**src/rtl/jk_cmd_driver_if.sv**
```systemverilog
// Command handshake bundle between a command source and jk_cmd_driver.
// The master offers {j,k}-encoded commands; the slave answers with cmd_ready.
interface jk_cmd_driver_if;
    logic       cmd_valid;
    logic [1:0] cmd;
    logic       cmd_ready;

    modport master (output cmd_valid, output cmd, input cmd_ready);
    modport slave  (input cmd_valid, input cmd, output cmd_ready);
endinterface

```
**src/rtl/jk_cmd_driver.sv**
```systemverilog
// Queues HOLD/RESET/SET/TOGGLE commands and plays each onto a JK flip-flop as a
// one-cycle drive followed by a settle cycle. Optional q checker: JK_CHECK_EN.
module jk_cmd_driver #(
    parameter int DEPTH = 4
) (
    input  logic             clock,
    input  logic             reset,
    jk_cmd_driver_if.slave   cmd_if,
    output logic             j,
    output logic             k,
    output logic             ff_reset_,
    input  logic             q_in,
    output logic             busy,
    output logic [4:0]       count,
    output logic             mismatch
);

    localparam int PW = (DEPTH > 2) ? $clog2(DEPTH) : 1;

    typedef enum logic [1:0] {
        IDLE   = 2'd0,
        DRIVE  = 2'd1,
        SETTLE = 2'd2
    } state_t;

    state_t          state_r;
    state_t          state_nxt_s;
    logic [1:0]      mem_r [DEPTH];
    logic [PW-1:0]   wr_ptr_r;
    logic [PW-1:0]   rd_ptr_r;
    logic [4:0]      count_r;
    logic [4:0]      count_nxt_s;
    logic            j_r;
    logic            k_r;
    logic            ff_reset_r;
    logic            busy_r;
    logic            push_s;
    logic            pop_s;
    logic            empty_s;

    assign empty_s          = (count_r == 5'd0);
    assign cmd_if.cmd_ready = (count_r != 5'(DEPTH));
    assign push_s           = cmd_if.cmd_valid && cmd_if.cmd_ready && !reset;

    // Next-state logic: a pop happens whenever the sequencer is free to start a slot.
    always_comb begin
        state_nxt_s = state_r;
        pop_s       = 1'b0;
        case (state_r)
            IDLE: begin
                if (!empty_s) begin
                    pop_s       = 1'b1;
                    state_nxt_s = DRIVE;
                end else begin
                    state_nxt_s = IDLE;
                end
            end
            DRIVE: begin
                state_nxt_s = SETTLE;
            end
            SETTLE: begin
                if (!empty_s) begin
                    pop_s       = 1'b1;
                    state_nxt_s = DRIVE;
                end else begin
                    state_nxt_s = IDLE;
                end
            end
            default: begin
                state_nxt_s = IDLE;
            end
        endcase
    end

    // Occupancy after this edge; simultaneous push and pop cancel out.
    always_comb begin
        count_nxt_s = count_r;
        case ({push_s, pop_s})
            2'b10:   count_nxt_s = count_r + 5'd1;
            2'b01:   count_nxt_s = count_r - 5'd1;
            default: count_nxt_s = count_r;
        endcase
    end

    // FIFO storage; contents need no reset because count gates every read.
    always_ff @(posedge clock) begin
        if (push_s) begin
            mem_r[wr_ptr_r] <= cmd_if.cmd;
        end
    end

    // Sequencer state, pointers and registered flip-flop drive.
    always_ff @(posedge clock) begin
        if (reset) begin
            state_r    <= IDLE;
            wr_ptr_r   <= '0;
            rd_ptr_r   <= '0;
            count_r    <= 5'd0;
            j_r        <= 1'b0;
            k_r        <= 1'b0;
            ff_reset_r <= 1'b0;
            busy_r     <= 1'b0;
        end else begin
            state_r    <= state_nxt_s;
            count_r    <= count_nxt_s;
            ff_reset_r <= 1'b1;
            busy_r     <= (state_nxt_s != IDLE) || (count_nxt_s != 5'd0);
            if (push_s) begin
                wr_ptr_r <= wr_ptr_r + PW'(1'b1);
            end
            if (pop_s) begin
                rd_ptr_r <= rd_ptr_r + PW'(1'b1);
                {j_r, k_r} <= mem_r[rd_ptr_r];
            end else begin
                {j_r, k_r} <= 2'b00;
            end
        end
    end

    assign j         = j_r;
    assign k         = k_r;
    assign ff_reset_ = ff_reset_r;
    assign busy      = busy_r;
    assign count     = count_r;

`ifdef JK_CHECK_EN
    logic pred_r;
    logic mismatch_r;

    // Shadow the flip-flop: the command on j/k during DRIVE lands at the edge ending it.
    always_ff @(posedge clock) begin
        if (reset) begin
            pred_r     <= 1'b0;
            mismatch_r <= 1'b0;
        end else begin
            if (state_r == DRIVE) begin
                case ({j_r, k_r})
                    2'b01:   pred_r <= 1'b0;
                    2'b10:   pred_r <= 1'b1;
                    2'b11:   pred_r <= ~pred_r;
                    default: pred_r <= pred_r;
                endcase
            end else begin
                pred_r <= pred_r;
            end
            if ((state_r == SETTLE) && (q_in != pred_r)) begin
                mismatch_r <= 1'b1;
            end else begin
                mismatch_r <= mismatch_r;
            end
        end
    end

    assign mismatch = mismatch_r;
`else
    logic unused_q_s;
    assign unused_q_s = q_in;
    assign mismatch   = 1'b0;
`endif

endmodule

```
**src/flat_wrapper.sv**
```systemverilog
// flat-port wrapper written by rule: the top's interface ports become plain ports
module jk_cmd_driver_flat 
#(
    parameter int DEPTH = 4
)
  (clock, reset, j, k, ff_reset_, q_in, busy, count, mismatch, cmd_if_cmd_valid, cmd_if_cmd, cmd_if_cmd_ready);
  jk_cmd_driver_if cmd_if_i ();
  input  logic clock;
  input  logic reset;
  output logic j;
  output logic k;
  output logic ff_reset_;
  input  logic q_in;
  output logic busy;
  output logic [4:0] count;
  output logic mismatch;
  input wire logic [$bits(cmd_if_i.cmd_valid)-1:0] cmd_if_cmd_valid;
  input wire logic [$bits(cmd_if_i.cmd)-1:0] cmd_if_cmd;
  output wire logic [$bits(cmd_if_i.cmd_ready)-1:0] cmd_if_cmd_ready;
  assign cmd_if_i.cmd_valid = cmd_if_cmd_valid;
  assign cmd_if_i.cmd = cmd_if_cmd;
  assign cmd_if_cmd_ready = cmd_if_i.cmd_ready;
  jk_cmd_driver #(.DEPTH(DEPTH)) u_core (.clock(clock), .reset(reset), .cmd_if(cmd_if_i), .j(j), .k(k), .ff_reset_(ff_reset_), .q_in(q_in), .busy(busy), .count(count), .mismatch(mismatch));
endmodule
```
**config.mk**
```make
export PLATFORM = sky130hd
export DESIGN_NAME = jk_cmd_driver_flat
export DESIGN_NICKNAME = d
export VERILOG_FILES = /design/src/rtl/jk_cmd_driver_if.sv /design/src/rtl/jk_cmd_driver.sv /design/src/flat_wrapper.sv
export SDC_FILE = /design/constraint.sdc
export NUM_CORES = 1
export LEC_CHECK = 0
export ABC_AREA = 1
export BUFFER_PORTS_ARGS = -buffer_cell sky130_fd_sc_hd__buf_2
export CAP_MARGIN = 20
export CORE_MARGIN = 5
export CORE_UTILIZATION = 30
export DETAILED_ROUTE_END_ITERATION = 7
export PLACE_DENSITY = 0.51
export SYNTH_ARGS = -nofsm -noshare
export SYNTH_HDL_FRONTEND = slang
export SYNTH_SLANG_ARGS = --single-unit
```
**constraint.sdc**
```tcl
create_clock -name clock -period 3.75 [get_ports clock]
set_clock_uncertainty 0.2 [all_clocks]
set_input_delay 1.125 -clock clock [delete_from_list [all_inputs] [get_ports clock]]
set_output_delay 1.125 -clock clock [all_outputs]
set_load 0.01 [all_outputs]
```
==> flow_summary.toml <==
[outcome]
outcome = "finished, final reports clean"

[yosys]
netlist_area_um2 = 1120
synth_seq_cells = 23
ys_warn_count = 0
synth_mux_area_share_pct = 0
seq_area_frac_synth_pct = 48.1
avgSynthCellArea_um2 = 8.46
synth_cell_types = 22
synthAdderAreaFrac_pct = 10.7
synth-compound-area-share_pct = 6.45
synth_cells = 133
synth_top_family_by_area = "simple AND/OR/NAND/NOR gates"
synth-simple-area-share_pct = 22.9
syn_nets = 148
synth_xor_area_share_pct = 2.34

[clocking]
path_clk_slew_ps = 80
cts_buffers = 3
cts_hold_buf = 0
insertion_delay_ps = 260
cts-root-buf = "clkbuf_8"
clock-sinks = 23
cts_tree = "yes"
cts_resized = 0
post_cts_buffers = 0
clockBufferDepth = 2
htreeDepth = 1

[job]
cap_violations = 0

[grt]
antenna_found_initial = 0
grt_max_degree = 14
grt_usage_pct = 8.65
grt_pass1_vias = 820
grt_pass1_wl_mm = 3.50
overflow = 0
met3_usage_pct = 2.81
grtUsageMet1_pct = 10.1
grt_busiest_layer = "met2"
use_met2_pct = 14.5

[floorplan]
row_count = 22
initial_core_util_pct = 31.0
die_y_um = 71.2
io_pins = 17
floorplan.die_area_um2 = 5070
core-area_um2 = 3630
chipWidth_um = 71.2

[detailed_routing]
wl_mm = 1.97
routed_via_density = 4.29
drtIter0Drc = 43
ant_nets = 0
vias = 850
drc_errors = 0
wl_per_cell_um = 9.94
firstDrtPassIters = 4

[sta]
max_freq_ghz = 0.315
drv_slew = 0
setup_viol = 0
finalCritPeriodShare_pct = 84.6
rsz0062_at_grt = "no"
hold_viol = 0
final.setup.tns_ps = 0
finalCriticalPeriod_ps = 3170

[pwr]
power_density_nw_per_um2 = 796
p_leak_nw = 0.622
irDropWorstVdd_v = 0.000202

[final_layout]
syn_to_final_growth_pct = 15.0
fillerInstances = 395
finalInstanceArea_um2 = 1290
final_cell_mix = "nand2_1 (24), nor2_1 (22), inv_1 (19)"
antenna_cells = 0
final_common_cell = "nand2_1"
final_net_count = 166
utilization_pct = 35.6
drive_gt1_share_pct = 17.3

[critical_path]
cpMostUsedCell = "nand2_1"
crit_chain = "buf_2 -> bufinv_8 -> nand3_1 -> ha_1 -> fa_1 -> nand2_1 -> nand3_1 -> nor2_1 -> nand2_1 -> nand2_1 -> nand2_1 -> nor2_1 -> nand2_1"
worstSetupPathType = "in2reg"
critical_path_required_ps = 3710
critPathMaxStageDelay_ps = 480
cp_max_fo = 8
critical_path_arrival_ps = 3130
crit_slowest_cell = "fa_1"
critPathCaptureType = "register"
cp-start-kind = "input pin"

[placement]
gp_congestion = 0.737
dpl.hpwl_mm = 1.56
placed_area_um2 = 1250
io_buffers = 14

[hold_path]
hold_class = "reg2reg"
logic make-up (layout without fill, tap and decap cells):
group           after synthesis  count (layout)
xor+xnor                      3               3
compound gates               14              14
flops                        23              23
fa+ha+maj                     9               9
other cells                   1               1
simple gates                 60              60
buf+inv                      23              40
per-layer routing:
layer,wire (um),up-vias
met5,0,-
met4,29,0
met3,59,2
met2,976,11
met1,903,391
li1,-,446
flip-flops by register name, indices dropped and copies added, names as in the netlist:
signal / cells
u_core.wr_ptr_r: 2
u_core.state_r: 2
u_core.j: 1
u_core.ff_reset_: 1
u_core.mem_r: 8
u_core.rd_ptr_r: 2
u_core.busy: 1
u_core.count: 5
u_core.k: 1
through the flow:
stage / setup slack (ps) / std cells / power [mW] / hold slack (ps)
2_1_floorplan: 758 / 133 / 0.766 / 239
3_3_place_gp: 327 / 194 / 0.876 / 276
3_5_place_dp: 299 / 194 / 0.888 / 278
4_1_cts: 576 / 198 / 1.05 / 293
5_1_grt: 364 / 198 / 1.15 / 321
6_report: 579 / 198 / 1.03 / 286
cell usage after synthesis:
master    count  area (um2)
xnor2_1       2        17.5
bufinv_8      1        17.5
o21ai_0       4        20.0
a21oi_1       7        35.0
edfxtp_1      8         240
ha_1          8         100
nand2_4       1        11.3
nor2_1       22        82.6
conb_1        1        3.75
nand2_2       1        6.26
inv_1        19        71.3
dfxtp_1      15         300
xor2_1        1        8.76
nor2_2        2        12.5
nand3_2       1        10.0
inv_2         2        7.51
fa_1          1        20.0
buf_4         1        7.51
o21ai_1       2        10.0
nand2_1      24        90.1
nand3_1       9        45.0
a211oi_1      1        7.51
critical path: cells and delay by family:
| family | cells | cell delay [ps] |
|---|---|---|
| adder cells (fa/ha/maj) | 2 | 860 |
| buffers and inverters | 2 | 370 |
| AND/OR/NAND/NOR | 9 | 760 |
where the power goes:
part           internal [mW]  total, mW  switching, mW
clock network         0.0740      0.149         0.0755
registers              0.317      0.363         0.0466
logic                  0.202      0.517          0.315
total                  0.593       1.03          0.437
area by class of cell:
| type | count | area (um2) | area share, % |
|---|---|---|---|
| Clock buffer | 3 | 41.3 | 3.19 |
| Clock inverter | 1 | 5.00 | 0.387 |
| Inverter | 22 | 96.3 | 7.45 |
| Multi-Input combinational cell | 87 | 480 | 37.1 |
| Sequential cell | 23 | 541 | 41.8 |
| Tap cell | 48 | 60.1 | 4.64 |
| Timing Repair Buffer | 14 | 70.1 | 5.42 |
final timing paths:
kind / startpoint / slack [ps] / end / depth (start not counted)
worst min-delay path: u_core.state_r[1]$_SDFF_PP0_ / 290 / u_core.state_r[1]$_SDFF_PP0_ / 3
worst min register to register: u_core.state_r[1]$_SDFF_PP0_ / 290 / u_core.state_r[1]$_SDFF_PP0_ / 3
worst max-delay path: reset / 580 / u_core.busy$_SDFF_PP0_ / 13
worst max register to register: u_core.count[0]$_SDFF_PP0_ / 1120 / u_core.busy$_SDFF_PP0_ / 13
No activity file was read; power rests on OpenSTA's default activity.
